<file path="src/rtl/wb_timer_if.sv">
// wb_timer_if: Wishbone pipelined bus bundle shared by the timer and its host.
interface wb_if;
  logic        cyc;
  logic        stb;
  logic        we;
  logic [31:0] adr;
  logic [3:0]  sel;
  logic [31:0] dat_m;
  logic [31:0] dat_s;
  logic        ack;
  logic        err;
  logic        stall;
  modport slave (input cyc, stb, we, adr, sel, dat_m, output dat_s, ack, err, stall);
  modport master (output cyc, stb, we, adr, sel, dat_m, input dat_s, ack, err, stall);
endinterface

</file>
<file path="src/rtl/wb_timer.sv">
// wb_timer: 64-bit machine timer with compare interrupt and prescaler on a Wishbone slave port.
module wb_timer #(
  parameter int          PRESCALE_W = 8,
  parameter logic [63:0] CMP_RESET  = 64'hFFFF_FFFF_FFFF_FFFF
) (
  input  logic clk,
  input  logic rst,
  wb_if.slave  wb,
  output logic irq_timer
);
  localparam logic [31:0] CTRL_MASK = {{(24-PRESCALE_W){1'b0}}, {PRESCALE_W{1'b1}}, 8'h01};
  logic [63:0]           mtime_q, mtime_d, cmp_q, cmp_d;
  logic [31:0]           ctrl_q, ctrl_d, shadow_q, shadow_d, dat_q, dat_d, rdat;
  logic [PRESCALE_W-1:0] pcnt_q, pcnt_d;
  logic                  shadow_v_q, shadow_v_d, ack_q, ack_d, err_q, err_d, irq_q, irq_d;
  logic                  accept, bad, wr, rd, tick;
  logic [2:0]            idx;
  function automatic logic [31:0] merge(input logic [31:0] o, input logic [31:0] n, input logic [3:0] s);
    for (int i = 0; i < 4; i++) merge[8*i +: 8] = s[i] ? n[8*i +: 8] : o[8*i +: 8];
  endfunction
  always_comb begin
    accept     = wb.cyc & wb.stb;
    idx        = wb.adr[4:2];
    bad        = (idx[2] & idx[1]) | (idx == 3'd5 & wb.we);
    wr         = accept & wb.we & ~bad & (|wb.sel);
    rd         = accept & ~wb.we & ~bad;
    tick       = ctrl_q[0] & (pcnt_q == ctrl_q[8 +: PRESCALE_W]);
    rdat       = idx == 3'd0 ? mtime_q[31:0] :
                 idx == 3'd1 ? (shadow_v_q ? shadow_q : mtime_q[63:32]) :
                 idx == 3'd2 ? cmp_q[31:0] :
                 idx == 3'd3 ? cmp_q[63:32] :
                 idx == 3'd4 ? ctrl_q : {31'b0, mtime_q >= cmp_q};
    // A bus write to either MTIME word suppresses the increment for the whole counter
    mtime_d    = (wr && idx == 3'd0) ? {mtime_q[63:32], merge(mtime_q[31:0], wb.dat_m, wb.sel)} :
                 (wr && idx == 3'd1) ? {merge(mtime_q[63:32], wb.dat_m, wb.sel), mtime_q[31:0]} :
                 tick ? mtime_q + 64'd1 : mtime_q;
    cmp_d      = (wr && idx == 3'd2) ? {cmp_q[63:32], merge(cmp_q[31:0], wb.dat_m, wb.sel)} :
                 (wr && idx == 3'd3) ? {merge(cmp_q[63:32], wb.dat_m, wb.sel), cmp_q[31:0]} : cmp_q;
    ctrl_d     = (wr && idx == 3'd4) ? merge(ctrl_q, wb.dat_m, wb.sel) & CTRL_MASK : ctrl_q;
    pcnt_d     = (!ctrl_q[0] || tick || (wr && idx == 3'd4 && |wb.sel[3:1])) ? '0 : pcnt_q + PRESCALE_W'(1);
    shadow_d   = (rd && idx == 3'd0) ? mtime_q[63:32] : shadow_q;
    shadow_v_d = (wr && idx[2:1] == 2'b00) ? 1'b0 : (rd && idx == 3'd0) ? 1'b1 : shadow_v_q;
    ack_d      = accept & ~bad;
    err_d      = accept & bad;
    dat_d      = rd ? rdat : 32'd0;
    irq_d      = ctrl_q[0] & (mtime_q >= cmp_q);
  end
  always_ff @(posedge clk) begin
    if (rst) begin
      mtime_q    <= '0;
      cmp_q      <= CMP_RESET;
      ctrl_q     <= '0;
      pcnt_q     <= '0;
      shadow_q   <= '0;
      shadow_v_q <= 1'b0;
      ack_q      <= 1'b0;
      err_q      <= 1'b0;
      dat_q      <= '0;
      irq_q      <= 1'b0;
    end else begin
      mtime_q    <= mtime_d;
      cmp_q      <= cmp_d;
      ctrl_q     <= ctrl_d;
      pcnt_q     <= pcnt_d;
      shadow_q   <= shadow_d;
      shadow_v_q <= shadow_v_d;
      ack_q      <= ack_d;
      err_q      <= err_d;
      dat_q      <= dat_d;
      irq_q      <= irq_d;
    end
  end
  assign wb.stall  = 1'b0;
  assign wb.ack    = ack_q;
  assign wb.err    = err_q;
  assign wb.dat_s  = dat_q;
  assign irq_timer = irq_q;
endmodule
</file>
<file path="src/flat_wrapper.sv">
// flat-port wrapper written by rule: the top's interface ports become plain ports
module wb_timer_flat 
#(
  parameter int          PRESCALE_W = 8,
  parameter logic [63:0] CMP_RESET  = 64'hFFFF_FFFF_FFFF_FFFF
)
  (clk, rst, irq_timer, wb_cyc, wb_stb, wb_we, wb_adr, wb_sel, wb_dat_m, wb_dat_s, wb_ack, wb_err, wb_stall);
  wb_if wb_i ();
  input  logic clk;
  input  logic rst;
  output logic irq_timer;
  input wire logic [$bits(wb_i.cyc)-1:0] wb_cyc;
  input wire logic [$bits(wb_i.stb)-1:0] wb_stb;
  input wire logic [$bits(wb_i.we)-1:0] wb_we;
  input wire logic [$bits(wb_i.adr)-1:0] wb_adr;
  input wire logic [$bits(wb_i.sel)-1:0] wb_sel;
  input wire logic [$bits(wb_i.dat_m)-1:0] wb_dat_m;
  output wire logic [$bits(wb_i.dat_s)-1:0] wb_dat_s;
  output wire logic [$bits(wb_i.ack)-1:0] wb_ack;
  output wire logic [$bits(wb_i.err)-1:0] wb_err;
  output wire logic [$bits(wb_i.stall)-1:0] wb_stall;
  assign wb_i.cyc = wb_cyc;
  assign wb_i.stb = wb_stb;
  assign wb_i.we = wb_we;
  assign wb_i.adr = wb_adr;
  assign wb_i.sel = wb_sel;
  assign wb_i.dat_m = wb_dat_m;
  assign wb_dat_s = wb_i.dat_s;
  assign wb_ack = wb_i.ack;
  assign wb_err = wb_i.err;
  assign wb_stall = wb_i.stall;
  wb_timer #(.PRESCALE_W(PRESCALE_W), .CMP_RESET(CMP_RESET)) u_core (.clk(clk), .rst(rst), .wb(wb_i), .irq_timer(irq_timer));
endmodule
</file>
<file path="config.mk">
export PLATFORM = sky130hd
export DESIGN_NAME = wb_timer_flat
export DESIGN_NICKNAME = d
export VERILOG_FILES = /design/src/rtl/wb_timer_if.sv /design/src/rtl/wb_timer.sv /design/src/flat_wrapper.sv
export SDC_FILE = /design/constraint.sdc
export NUM_CORES = 1
export LEC_CHECK = 0
export CAP_MARGIN = 25
export CORE_MARGIN = 1
export CORE_UTILIZATION = 31
export DETAILED_ROUTE_END_ITERATION = 10
export PLACE_DENSITY = 0.58
export SYNTH_ARGS = -nofsm -noshare
export SYNTH_HDL_FRONTEND = slang
export SYNTH_SLANG_ARGS = --single-unit
</file>
<file path="constraint.sdc">
create_clock -name clk -period 3.3 [get_ports clk]
set_clock_uncertainty 0.1 [all_clocks]
set_input_delay 0.99 -clock clk [delete_from_list [all_inputs] [get_ports clk]]
set_output_delay 0.99 -clock clk [all_outputs]
set_load 0.05 [all_outputs]
</file>
==> impl_summary.md <==
Run status
The run finished with clean final reports.

Layout
In the layout the commonest cells are nand2_1, dfxtp_1, a21oi_1, buf_4, nor2_1. The post-layout net count is 1834. Registers take 4270 sq um. The share of layout cells above drive strength 1 is 0.143. The area of the multi-input gates is 7320 sq um.

The filler cell count in the final layout is 3993. The utilization after layout is 0.398. The most common library cell in the layout ignoring fill and taps is nand2_1. The post-synthesis to final-layout area growth is 25.8%. The antenna diode instance count is 0.

Pwr
The sequential fraction of design power is 0.423. The combinational power share is 0.060. Of the total power, the share spent switching nets is 0.239. The reported net switching power is 1460 uW. The maximum resistive drop on vdd is 0.337 mV.

Of the total power, the clock network draws 0.517. Cell internal power was estimated by the tool at 4660 uW. The analysis attributes to cell leakage a power of 0.00659 uW. The ratio of total power to cell area is 395 nW/um^2.

STA
The max-slew violation total from the final report is 0. Setup repair after global routing left no endpoint under its margin. In the finished design, the share of the clock period the worst path needs comes to 0.968. After layout, the worst setup slack is 0.105 ns. The worst relative slew slack is 0.433. Hold is met by 0.354 ns. The maximum clock frequency is 313 MHz. After layout, the minimum clock period comes to 3.20 ns. Summed over all failing endpoints, the final setup total negative slack is 0 ns.

At the pin with the least slew margin, the transition time is 0.842 ns. The final-report setup violation count is 0. The count of final hold-check violations came to 0.

Route
For this run, the detailed router's first-pass iteration total came to 6. The post-detailed-route wirelength per cell is 19.5 microns. The wire length after detailed routing is 43600 microns. Dividing the detail-routed via count by the number of cells gives 5.52. For this run, design rule violations remaining after detail routing come to 0. The detailed router finished its first iteration with 1352 violations. In this run the remaining antenna-violating nets after routing total 0. Across all layers, the routed design uses 12300 vias.

Clocking
The clock buffer count from CTS is 27. The clock sink count is 213. The clock root buffer is clkbuf_16. The CTS tree is built. At the later pin of the worst-skew pair, clock insertion delay measures 0.55 ns. The clock input transition at the sequential cells of the worst setup and hold paths is 0.06 ns. The post-CTS repair timing setup buffer count is 0.

CTS built an H-tree with a depth of 1. The maximum clock path buffer count is 3.

Logic synthesis
The cell type with the highest aggregate area in the netlist is dfxtp_1. The share of Yosys cell area claimed by the top area cell type is 0.346. The synthesized design contains 0 enable-type register cells.

Counting flops with an async set or reset pin after synthesis yields a share of 0. The number of cells produced by synthesis is 1546. The part of the Yosys area used for sequential elements is 0.346.

The number of synthesis warnings is 0. The number of register bits inferred by synthesis is 213. The number of distinct standard cells referenced by the synthesized netlist is 69. Averaged over all synthesized cells, the footprint is 7.97 sq um.

The area of the mapped netlist is 12300 sq um. The most used flip-flop cell after synthesis is dfxtp_1. Synthesis produced a netlist with a net count of 1685.

Yosys attributes the largest share of cell area to dfxtp_1, nand2_1, ha_1, mux2i_1, a21oi_1.

Critical path
For the worst setup path, the data required time is 3.62 ns. The gate family responsible for the most delay along the worst path is simple AND/OR/NAND/NOR gates. On the critical path, the stage with the largest delay is an instance of or4b_4. The data arrival time of the critical path is 3.51 ns. The critical path's largest stage delay is 0.69 ns.

Together, buffers and inverters on the worst path number 1. The critical-path maximum fanout is 12. STA classifies the critical path endpoint as a register. The type of the setup path with the least slack is in2reg. The worst setup path is launched from a primary input.

The signal on the critical path passes through clkdlybuf4s50_1, o41a_1, and2_1, or4b_4, nand2_2, nor2_1, a2111oi_0.

Job
The number of max-cap violations is 0.

Floorplan
The y dimension of the die is 201 microns. The width of the chip is 201 microns. Row generation in the floorplan step produced 72 rows.

For this design the top-level I/O count stands at 109. The initial utilization of the core area, before any placement, comes to 0.317. The floorplan step defined a core boundary enclosing 38900 sq um. The area enclosed by the die boundary is 40600 sq um.

Global routing
The via count of the first global-routing pass is 11600. The wire length of the first global-routing pass is 67100 microns. For this run, the total global-route usage over all layers was measured as 0.210.

For this run the aggregate overflow at the end of global routing stands at 0. Entering global routing, the biggest net connects 52 pins. The initial antenna violation count is 0.

Placement
Buffers placed on the I/O ports in this run total 78. The placer congestion estimate is 0.898. The half-perimeter wire length after placement is 32100 microns. The post-placement setup slack is -0.472 ns.

Worst hold path
The class of the most critical hold timing path is reg2reg.
==> cells by family after synthesis <==
kind of cell / synth area share
and+or+nand+nor: 0.225
AOI/OAI and AO/OA: 0.176
DFF: 0.346
buffers and inverters: 0.0631
muxes: 0.111
adders and majority gates: 0.0670
xor gates and xnor gates: 0.0114
other: 0.000304
==> synthesized netlist by cell type, drive strengths merged (10+ instances only) <==
| cell | count |
|---|---|
| a211oi | 23 |
| a21o | 14 |
| a21oi | 134 |
| a22oi | 13 |
| a31oi | 14 |
| and3 | 12 |
| buf | 24 |
| clkbuf | 74 |
| dfxtp | 213 |
| ha | 66 |
| inv | 96 |
| mux2 | 13 |
| mux2i | 68 |
| mux4 | 24 |
| nand2 | 262 |
| nand3 | 89 |
| nand4 | 36 |
| nor2 | 104 |
| nor2b | 10 |
| nor3 | 23 |
| nor4 | 25 |
| o21ai | 71 |
| o41ai | 10 |
| xnor2 | 12 |
==> final timing paths <==
check                           start                   to  slack (ns)  depth (start not counted)
setup reg to reg    u_core.mtime_q[0]   u_core.mtime_q[60]        0.34                          7
hold / removal    u_core.shadow_q[14]  u_core.shadow_q[14]        0.35                          2
hold reg to reg   u_core.shadow_q[14]  u_core.shadow_q[14]        0.35                          2
setup / recovery            wb_sel[0]   u_core.mtime_q[50]        0.10                          7
==> power groups by stage <==
stage / Sequential, uW / Clock [uW] / Combinational [uW]
floorplan: 2660 / 0 / 160
global placement: 2640 / 0 / 363
detailed placement: 2640 / 0 / 364
CTS: 2590 / 3230 / 365
global route: 2590 / 3340 / 387
finish: 2590 / 3160 / 367
==> worst reg2reg max path: cells and delay by family, from the launching register on <==
| family | cells | cell delay (ns) |
|---|---|---|
| simple gates | 6 | 1.95 |
| flops | 1 | 0.46 |
| fa+ha+maj | 1 | 0.33 |
==> stage by stage <==
| stage | power [uW] | instances | cell area [sq um] |
|---|---|---|---|
| detailed placement | 3010 | 2184 | 14600 |
| finish | 6120 | 2233 | 15500 |
| global placement | 3010 | 2184 | 14600 |
| CTS | 6180 | 2233 | 15500 |
| global route | 6310 | 2233 | 15500 |
| floorplan | 2820 | 1546 | 12300 |
==> metal layers <==
layer	vias to the layer above	wire, microns	track usage
met1	5929	18700	0.275
met2	486	20400	0.351
met3	85	3000	0.0280
li1	5823	-	-
met5	-	0	0
met4	0	1570	0.0768
==> area by class of cell <==
class	instances	area share
Clock inverter	13	0.0120
Clock buffer	36	0.0490
Multi-Input combinational cell	1138	0.472
Inverter	97	0.0235
Sequential cell	213	0.275
Tap cell	518	0.0418
Timing Repair Buffer	218	0.126
==> what timing repair did <==
action,4_1_cts,5_1_grt
resized for setup,0,1
hold buffers,0,0
endpoints found under the setup margin,0,1
==> state kept, by name, summed over array words and instances, names as in the netlist <==
signal and flops:
u_core.cmp_q 64, u_core.mtime_q 64, u_core.shadow_q 32, u_core.wb.dat_s 32, u_core.ctrl_q 9, u_core.pcnt_q 8, u_core.irq_timer 1, u_core.shadow_v_q 1
u_core.wb.ack 1, u_core.wb.err 1
(Power assumes the default switching activity.)
